===== config.mk =====
export PLATFORM = sky130hd
export DESIGN_NAME = pad_reader
export DESIGN_NICKNAME = d
export VERILOG_FILES = /design/src/rtl/pad_reader.sv
export SDC_FILE = /design/constraint.sdc
export NUM_CORES = 1
export LEC_CHECK = 0
export ABC_AREA = 1
export BUFFER_PORTS_ARGS = -buffer_cell sky130_fd_sc_hd__buf_2
export CORE_MARGIN = 5
export CORE_UTILIZATION = 37
export DETAILED_ROUTE_END_ITERATION = 7
export MAX_ROUTING_LAYER = met4
export PLACE_DENSITY_LB_ADDON = 0.3
export SLEW_MARGIN = 40
export SYNTH_ARGS = -nofsm -noshare
export SYNTH_HDL_FRONTEND = slang
export SYNTH_SLANG_ARGS = --single-unit

===== constraint.sdc =====
create_clock -name clk -period 2.15 [get_ports clk]
set_input_delay 0.215 -clock clk [delete_from_list [all_inputs] [get_ports clk]]
set_output_delay 0.215 -clock clk [all_outputs]
set_load 0.1 [all_outputs]

===== src/rtl/pad_reader.sv =====
// Dual serial game-pad reader: latches both pads, clocks out 16 bits from
// each and publishes the active-high button state atomically.
//
// state | meaning
// IDLE  | waiting for poll_start, pad_clk idles high
// LATCH | pad_latch high for LATCH_CYCLES cycles
// HIGH  | pad_clk high for HALF_PERIOD cycles, data captured on last cycle
// LOW   | pad_clk low for HALF_PERIOD cycles, then next bit
// DONE  | one cycle, publishes shift registers on the following edge
module pad_reader #(
    parameter int LATCH_CYCLES = 300,
    parameter int HALF_PERIOD  = 150
) (
    input  logic        clk,
    input  logic        reset,
    input  logic        poll_start,
    input  logic [1:0]  pad_data_in,
    input  logic        overrun_clear,
    output logic        pad_latch,
    output logic        pad_clk,
    output logic [15:0] pad_state_0,
    output logic [15:0] pad_state_1,
    output logic        busy,
    output logic        state_valid,
    output logic        overrun
);

    localparam int MAX_CYC = (LATCH_CYCLES > HALF_PERIOD) ? LATCH_CYCLES : HALF_PERIOD;
    localparam int CW      = (MAX_CYC > 1) ? $clog2(MAX_CYC + 1) : 1;
    localparam logic [CW-1:0] LATCH_LOAD = CW'(LATCH_CYCLES - 1);
    localparam logic [CW-1:0] HALF_LOAD  = CW'(HALF_PERIOD - 1);

    typedef enum logic [2:0] {IDLE, LATCH, HIGH, LOW, DONE} state_t;

    state_t        state_q, state_d;
    logic [CW-1:0] cnt_q, cnt_d;
    logic [3:0]    idx_q, idx_d;
    logic [15:0]   sh0_q, sh0_d, sh1_q, sh1_d;
    logic [15:0]   pad_state_0_q, pad_state_0_d, pad_state_1_q, pad_state_1_d;
    logic          pad_latch_q, pad_latch_d, pad_clk_q, pad_clk_d;
    logic          busy_q, busy_d, state_valid_q, state_valid_d;
    logic          overrun_q, overrun_d;

    // Next-state, phase down-counter, bit capture and registered-output decode
    always_comb begin
        state_d       = state_q;
        cnt_d         = cnt_q;
        idx_d         = idx_q;
        sh0_d         = sh0_q;
        sh1_d         = sh1_q;
        pad_state_0_d = pad_state_0_q;
        pad_state_1_d = pad_state_1_q;
        state_valid_d = 1'b0;
        overrun_d     = overrun_q;

        case (state_q)
            IDLE: begin
                if (poll_start) begin
                    state_d = LATCH;
                    cnt_d   = LATCH_LOAD;
                    idx_d   = 4'd0;
                end
            end
            LATCH: begin
                if (cnt_q == '0) begin
                    state_d = HIGH;
                    cnt_d   = HALF_LOAD;
                end else begin
                    cnt_d = cnt_q - 1'b1;
                end
            end
            HIGH: begin
                if (cnt_q == '0) begin
                    sh0_d[idx_q] = ~pad_data_in[0];
                    sh1_d[idx_q] = ~pad_data_in[1];
                    if (idx_q == 4'd15) begin
                        state_d = DONE;
                    end else begin
                        state_d = LOW;
                        cnt_d   = HALF_LOAD;
                    end
                end else begin
                    cnt_d = cnt_q - 1'b1;
                end
            end
            LOW: begin
                if (cnt_q == '0) begin
                    state_d = HIGH;
                    cnt_d   = HALF_LOAD;
                    idx_d   = idx_q + 4'd1;
                end else begin
                    cnt_d = cnt_q - 1'b1;
                end
            end
            DONE: begin
                pad_state_0_d = sh0_q;
                pad_state_1_d = sh1_q;
                state_valid_d = 1'b1;
                state_d       = IDLE;
            end
            default: state_d = IDLE;
        endcase

        // Set has priority over clear
        if (overrun_clear) overrun_d = 1'b0;
        if (poll_start && (state_q != IDLE)) overrun_d = 1'b1;

        pad_latch_d = (state_d == LATCH);
        pad_clk_d   = (state_d != LOW);
        busy_d      = (state_d != IDLE);
    end

    // State and output registers with synchronous reset
    always_ff @(posedge clk) begin
        if (reset) begin
            state_q       <= IDLE;
            cnt_q         <= '0;
            idx_q         <= 4'd0;
            sh0_q         <= 16'h0000;
            sh1_q         <= 16'h0000;
            pad_state_0_q <= 16'h0000;
            pad_state_1_q <= 16'h0000;
            pad_latch_q   <= 1'b0;
            pad_clk_q     <= 1'b1;
            busy_q        <= 1'b0;
            state_valid_q <= 1'b0;
            overrun_q     <= 1'b0;
        end else begin
            state_q       <= state_d;
            cnt_q         <= cnt_d;
            idx_q         <= idx_d;
            sh0_q         <= sh0_d;
            sh1_q         <= sh1_d;
            pad_state_0_q <= pad_state_0_d;
            pad_state_1_q <= pad_state_1_d;
            pad_latch_q   <= pad_latch_d;
            pad_clk_q     <= pad_clk_d;
            busy_q        <= busy_d;
            state_valid_q <= state_valid_d;
            overrun_q     <= overrun_d;
        end
    end

    assign pad_latch   = pad_latch_q;
    assign pad_clk     = pad_clk_q;
    assign pad_state_0 = pad_state_0_q;
    assign pad_state_1 = pad_state_1_q;
    assign busy        = busy_q;
    assign state_valid = state_valid_q;
    assign overrun     = overrun_q;

endmodule

* Word level (Yosys, flattened, before mapping) *
Cells that the tools add are included.

word-level totals
  input bits = 6
  bits in registers = 85
  output and inout bits = 37
  memory bits (read-only) = 0
  memories = 0
  word-level logic and storage cells = 61
  latch bits = 0
  bits in writable memories = 0

cells by class
  muxes and demuxes = 20
  divide/modulo/power cells = 0
  reduce and logical (&&, ||, !) cells = 13
  equal/unequal tests = 10
  add/sub/neg operators = 2
  bitwise gates (word level) = 2
  shift-type cells = 0
  $lt $le $gt $ge = 2
  multipliers = 0

operator list
  kind                                                 number
  2-to-1 mux 9 bit                                     4
  bitwise mux 16 bit                                   2
  case mux 9 bit (3 select lines)                      1
  2-to-1 mux 3 bit                                     4
  logical NOT 9 bit                                    1
  case mux 3 bit (3 select lines)                      1
  nonzero test 3 bit                                   3
  subtractor 9 x 1 -> 9 bit, second input constant     1
  2-to-1 mux 4 bit                                     2
  case mux 4 bit (2 select lines)                      1
  equality test 3 x 1 -> 1 bit, second input constant  2
  equality test 3 x 2 -> 1 bit, second input constant  2
  AND reduction 3 bit                                  2
  < comparator 4 x 5 -> 1 bit, second input constant   1
  adder 4 x 1 -> 4 bit, second input constant          1
  demux 1 bit (select 4 bit)                           1
  equality test 4 bit, second input constant           1
  >= comparator 4 x 1 -> 1 bit, second input constant  1
  2-to-1 mux 1 bit                                     4
  != test 2 bit, second input constant                 2
  nonzero test 2 bit                                   2
  equality test 3 bit, second input constant           1
  logical NOT 3 bit                                    1
  != test 3 x 2 -> 1 bit, second input constant        1
  other kinds (5)                                      7

* Depth between registers and ports, before layout *
Gate-level depths: netlist of the first run.

  depth in word-level cells = 5
  mapped depth = 10
  mapped depth without buffers = 9

* Worst setup path after synthesis of the first run *
OpenSTA, ideal clock, no wires.

  path type = flip-flop to flip-flop
  from = register cnt_q[0]
  to = register sh1_q[5]
  path slack = 0.601 ns
  library setup time = 0.132 ns
  stages on the path, launching flop included = 11
  arrival = 1.416 ns
  required time = 2.018 ns
  cells stage by stage = dfxtp_1 -> inv_1 -> ha_1 -> nand2_4 -> nor2_4 -> nand2_4 -> nor2_8 -> buf_6 -> nand2_1 -> nand2_1 -> a21oi_1

between the ends
  longest elaborated chain between the ends = 2

RTL lines
  item                           line  source
  start: declaration             36    logic [CW-1:0] cnt_q, cnt_d;
  start signal: assignment       130   cnt_q <= cnt_d;
  logical NOT 9 bit              73    if (cnt_q == '0) begin
  AND reduction 2 bit (no line)  n/a
  end signal: assignment         120   sh1_q <= 16'h0000;
  end signal: assignment         133   sh1_q <= sh1_d;
  end: declaration               38    logic [15:0] sh0_q, sh0_d, sh1_q, sh1_d;

No other way between the ends.
A chain may end at the register's enable or synchronous reset.

* Worst setup path in the final report of the first run *
  from = register cnt_q[0]
  to = register sh1_q[0]

The elaborated chain is that of the path after synthesis.

==> results of run 1 <==
routing by layer:
metal / share of wire, % / vias to the layer above
met4: 1.0 / 0
met1: 50 / 1408
met2: 45 / 54
li1: - / 1637
met3: 4.3 / 9
met5: 0 / -
Yosys cell counts, drive strengths merged:
cell type and instances:
xnor2 1, nand3 45, nand4 6, nor4 1, ha 5, nor2 111, inv 33, a21oi 40
nand3b 1, nor3 3, buf 8, nand2 87, dfxtp 85, clkbuf 14, o21bai 2, o21ai 39
xor2 3
state kept, by name, summed over array words and instances, names as in the netlist:
| signal | count |
|---|---|
| busy | 1 |
| cnt_q | 9 |
| idx_q | 4 |
| overrun | 1 |
| pad_clk | 1 |
| pad_latch | 1 |
| pad_state_0 | 16 |
| pad_state_1 | 16 |
| sh0_q | 16 |
| sh1_q | 16 |
| state_q | 3 |
| state_valid | 1 |
power breakdown:
group | total [W] | leakage, nW | switching, W | internal [W]
registers | 0.00164 | 0.687 | 0.0000288 | 0.00161
logic | 0.000385 | 1.01 | 0.000278 | 0.000106
clock network | 0.00104 | 0.0808 | 0.000606 | 0.000430
total | 0.00306 | 1.78 | 0.000913 | 0.00214
how the worst max path moves through the flow:
stage / slack, ps / depth (start not counted) / to / start
after floorplan: 600 / 10 / sh1_q[5]$_SDFFE_PP0P_ / cnt_q[0]$_SDFFE_PP0P_
after global placement: 440 / 10 / sh0_q[5]$_SDFFE_PP0P_ / cnt_q[0]$_SDFFE_PP0P_
after detailed placement: 410 / 8 / cnt_q[0]$_SDFFE_PP0P_ / idx_q[0]$_SDFFE_PP0P_
after CTS: 390 / 8 / idx_q[2]$_SDFFE_PP0P_ / cnt_q[0]$_SDFFE_PP0P_
after global routing: 190 / 10 / sh1_q[13]$_SDFFE_PP0P_ / cnt_q[0]$_SDFFE_PP0P_
final: 400 / 10 / sh1_q[0]$_SDFFE_PP0P_ / cnt_q[0]$_SDFFE_PP0P_
layout make-up:
class                   count  area share [%]
clock buffers              10            3.16
clock inverters             6            1.18
inverters                  33            3.07
multi-input cells         344            40.0
flip-flops and latches     85            42.1
well taps                 129            4.00
repair buffers             47            6.44
cell usage in the layout, fill, tap and decap left out, types with 2 or more instances in the layout:
master,synthesis,routed
o21ai_0,39,39
inv_1,32,31
clkbuf_8,0,9
a21oi_1,40,40
dfxtp_1,85,85
xor2_1,3,3
clkinvlp_4,0,3
nand2_1,84,84
nand3_1,45,45
nor3_4,2,2
ha_1,5,5
inv_2,1,2
o21bai_1,2,2
nand4_1,6,6
nor2_1,107,107
nor2_4,2,2
buf_2,3,42
nand2_4,2,2
buf_4,0,4
through the flow:
stage / cell area [um2] / power, W / std cells
floorplan: 3570 / 0.00198 / 484
global placement: 3860 / 0.00205 / 638
detailed placement: 3860 / 0.00206 / 638
CTS: 4040 / 0.00309 / 654
global route: 4040 / 0.00321 / 654
finish: 4040 / 0.00306 / 654
cells by family after synthesis:
kind of cell	share of synthesized area, %
AO/OA/AOI/OAI	11.5
XOR/XNOR	0.982
adder cells (fa/ha/maj)	1.75
buffers and inverters	7.04
flip-flops	47.7
AND/OR/NAND/NOR	31.1
==> results.yml, run 1 <==
logic_synthesis:
  synth_top_area_share_pct: 47.7
  yosysWarnings: 0
  synth_cells: 484
  synth_top_area_cell: "dfxtp_1"
  ys_top_cells_by_area: "dfxtp_1, nor2_1, nand2_1"
  syn_area_um2: 3570
  synth-seq-cells: 85
  yosys.cell_types.count: 27
  avgSynthCellArea_um2: 7.38
  synth.net_count: 495
  yosysSeqAreaShare_pct: 47.7
setup_path:
  r2r-start: "cnt_q[0]$_SDFFE_PP0P_"
  r2r_end: "sh1_q[0]$_SDFFE_PP0P_"
  path_max_fanout: 45
  r2r_slack_ps: 400
  cp_cell_sequence: "inv_1, ha_1, nand2_4, nor2_4, nand2_4, nor2_8, buf_12, nand2_1, nand2_1, a21oi_1"
  path_class: "register to register"
  worstSetupStartpointType: "register"
  crit_path_end_kind: "register"
  required_ps: 2380
  path_buf_inv: 2
  cp.arrival_ps: 1970
  cpPeakStageDelay_ps: 310
  critPathSlowestCell: "dfxtp_1"
  reg2regPathDepth: 10
  path_delay_family: "simple AND/OR/NAND/NOR gates"
pwr:
  peakVddDrop_mv: 0.313
  p_per_area_nw_per_um2: 757
  p_leak_nw: 1.78
clock_network:
  tritoncts: "done"
  cts.path.max_buffers: 2
  insertion_delay_ps: 370
  root_buffer: "clkbuf_8"
  path_clk_slew_ps: 90
  cts_made_buffers: 9
  cts_hold_buf: 0
  clock-sinks: 85
  cts_setup_buffers: 0
  ctsHtreeMaxLevel: 3
  ctsResizeCount: 0
timing:
  rsz0062_at_grt: "false"
  slew_headroom_pct: 60.7
  timing.final.ws_setup_ps: 405
  tightest_slew_ps: 588
  finalSetupTns_ps: 0
  holdWs_ps: 69.1
  finalCritPeriodShare_pct: 81.2
  fin_crit_ps: 1750
  hold_viol: 0
  setup_violations: 0
  max_freq_mhz: 573
  drv_slew: 0
  finClkSkew_ps: 13.9
hold_path:
  holdPathStages: 2
  min_to: "sh0_q[15]$_SDFFE_PP0P_"
  holdCritStartpoint: "pad_data_in[0]"
  hp-class: "input port to register"
route:
  via_per_inst: 4.75
  ant_nets: 0
  vias: 3108
  wl_mm: 8.16
  wl_per_cell_um: 12.5
  drcViolationCount: 0
  dr.pass1.iters: 4
  drt_iter0_markers: 170
floorplanning:
  core_area_um2: 9330
  rows: 35
  dieWidth_um: 108
  start_util_pct: 38.3
  io_pins: 43
  dieArea_um2: 11700
  die_h_um: 108
placed_design:
  place.gp.congestion: 0.872
  dp_hpwl_mm: 5.59
  port_buffers: 42
  dp_slack_ps: 408
global_route:
  globalRouteOverflowTotal: 0
  grt_max_degree: 46
  grt_pass1_vias: 2953
  grt_usage_pct: 15.2
  use_met1_pct: 19.3
  busiest_layer: "met2"
  grt_pass1_wl_mm: 13.9
  antenna_found_initial: 0
  use_met3_pct: 4.00
  grt_util_met2_pct: 23.6
run_status:
  status: "complete, no violations"
finish:
  multi_input_area_um2: 1620
  drive_above_1_share_pct: 13.9
  regArea_um2: 1700
  n_antenna_cell: 0
  syn_to_final_growth_pct: 13.1
  nets: 531
  nFillCells: 954
  final_util_pct: 43.3
flow_run:
  max-cap-violations: 0
Note: power is estimated with default switching activity, not from simulation.
==> run 2, diff against run 1 <==
==> constraint.sdc (replaced) <==
create_clock -name clk -period 1.5 [get_ports clk]
set_input_delay 0.15 -clock clk [delete_from_list [all_inputs] [get_ports clk]]
set_output_delay 0.15 -clock clk [all_outputs]
set_load 0.1 [all_outputs]
==> results.yml, run 2 (synthesis results as in run 1) <==
run_status:
  status: "complete, but fails checks"
  violations: "setup timing"
finish:
  postLayoutCellArea_um2: 4470
  n_antenna_cell: 0
  fin_cells: 690
  layout_commonest_cell: "nor2_1"
  nFillCells: 943
  drive_above_1_share_pct: 24.2
  syn_to_final_growth_pct: 25.3
  layout_common_cells: "nor2_1, dfxtp_1, nand2_1"
  nets: 567
pwr:
  switching_share_pct: 29.1
  p_comb_share_pct: 15.8
  p_sw_w: 0.00139
  p_leak_nw: 2.00
  pwr-share-clk_pct: 35.1
  intPower_w: 0.00339
  power_w: 0.00478
  p_per_area_nw_per_um2: 1070
  p_seq_share_pct: 49.1
  peakVddDrop_mv: 0.433
setup_path:
  path_buf_inv: 2
  crit_path_end_kind: "register"
  required_ps: 1730
  cpPeakStageDelay_ps: 330
  cp.arrival_ps: 1730
  worstSetupStartpointType: "register"
  critPathSlowestCell: "dfxtp_2"
  path_class: "register to register"
  cp_cell_sequence: "inv_2, ha_4, nand2_4, nor2_4, nand2_4, nor2_8, buf_8, nand2_1, nand2_1, a21oi_1"
  crit_path_start: "cnt_q[1]$_SDFFE_PP0P_"
  r2r-start: "cnt_q[1]$_SDFFE_PP0P_"
  path_delay_family: "simple AND/OR/NAND/NOR gates"
  path_max_fanout: 15
timing:
  holdWs_ps: 40.2
  finalCritPeriodShare_pct: 100
  setup_violations: 1
  drv_slew: 0
  tightest_slew_ps: 494
  slew_headroom_pct: 67.0
  fin_crit_ps: 1500
  finClkSkew_ps: 12.3
  timing.final.ws_setup_ps: -3.41
  hold_viol: 0
  rsz0062_at_grt: "true"
  max_freq_mhz: 665
global_route:
  antenna_found_initial: 0
  grt_pass1_vias: 3043
  globalRouteOverflowTotal: 0
  grt_pass1_wl_mm: 14.4
  grt_usage_pct: 15.8
  grt_max_degree: 41
clock_network:
  cts_made_buffers: 9
  ctsHtreeMaxLevel: 3
  path_clk_slew_ps: 90
  clock-sinks: 85
  cts.path.max_buffers: 2
  root_buffer: "clkbuf_8"
  tritoncts: "done"
  insertion_delay_ps: 360
placed_design:
  dp_hpwl_mm: 6.14
  place_area_um2: 4060
  place.gp.congestion: 0.873
  dpl.cell_count: 663
  port_buffers: 42
route:
  via_per_inst: 4.77
  vias: 3288
  wl_per_cell_um: 12.7
  dr.pass1.iters: 4
  drcViolationCount: 0
  ant_nets: 0
  drt_iter0_markers: 124
  wl_mm: 8.76
floorplanning:
  start_util_pct: 38.3
  rows: 35
  dieArea_um2: 11700
  io_pins: 43
  dieWidth_um: 108
  core_area_um2: 9330
  die_h_um: 108
hold_path:
  hp-class: "input port to register"
  holdCritStartpoint: "overrun_clear"
flow_run:
  max-cap-violations: 0
[run 2: cell types whose count changed in the layout (fill, tap and decap cells not counted), moves of 3 or more]
| cell | delta |
|---|---|
| nand2_1 | -11 |
| a21oi_1 | -3 |
| dfxtp_1 | -6 |
| dfxtp_2 | +6 |
| a21oi_2 | +3 |
| nand2_2 | +11 |
| nor2_1 | -3 |
| buf_4 | +30 |
| o21ai_0 | -4 |
| o21ai_1 | +4 |
[run 2: power by group through the flow]
| stage | Combinational [W] | Sequential [W] | Clock (W) |
|---|---|---|---|
| final | 0.000754 | 0.00235 | 0.00168 |
| after global placement | 0.000646 | 0.00239 | 0 |
| after CTS | 0.000677 | 0.00234 | 0.00173 |
| after floorplan | 0.000388 | 0.00246 | 0 |
| after global routing | 0.000827 | 0.00236 | 0.00183 |
| after detailed placement | 0.000651 | 0.00239 | 0 |
[run 2: final timing paths]
path         cells past startpoint                     end  slack, ps
min                              4    overrun$_SDFFE_PP0P_         40
max reg2reg                     10  sh1_q[11]$_SDFFE_PP0P_         -3
min reg2reg                      2    overrun$_SDFFE_PP0P_        460
max                             10  sh1_q[11]$_SDFFE_PP0P_         -3
[run 2: worst reg2reg max path, stage by stage (launching register included)]
cell,delay (ps)
dfxtp_2,330
inv_2,70
ha_4,140
nand2_4,70
nor2_4,140
nand2_4,90
nor2_8,160
buf_8,160
nand2_1,80
nand2_1,80
a21oi_1,60
[run 2: area by class of cell]
type                    count  area (um2)  share of cell area, %
clock inverters             7        82.6                   1.85
well taps                 129         161                   3.61
flip-flops and latches     85        1710                   38.2
multi-input cells         344        1700                   38.1
clock buffers               9         124                   2.77
repair buffers             83         568                   12.7
inverters                  33         124                   2.77
[run 2: repair_timing]
item	CTS	global route
pin swaps	1	20
gates cloned	0	1
setup endpoints to repair	34	80
hold endpoints to repair	2	0
resized for setup	4	33
hold buffers	2	0
setup buffers	2	6
[run 2: metrics by stage]
| stage | TNS (ps) | util (%) | setup slack [ps] |
|---|---|---|---|
| 4_1_cts | -9.75 | 46.2 | -9.26 |
| 3_3_place_gp | -4.96 | 43.6 | -4.96 |
| 2_1_floorplan | 0 | - | 21.5 |
| 3_5_place_dp | -557 | 43.6 | -46.6 |
| 6_report | -3.41 | 47.9 | -3.41 |
| 5_1_grt | -2710 | 47.9 | -101 |
[run 2: metal layers]
layer  GRT usage (%)  up-vias  wire length (um)
met4            6.94        0               159
met3            2.75       12               421
met2            22.8       76              3780
met1            21.6     1488              4400
li1                -     1712                 -
met5               -        -                 0
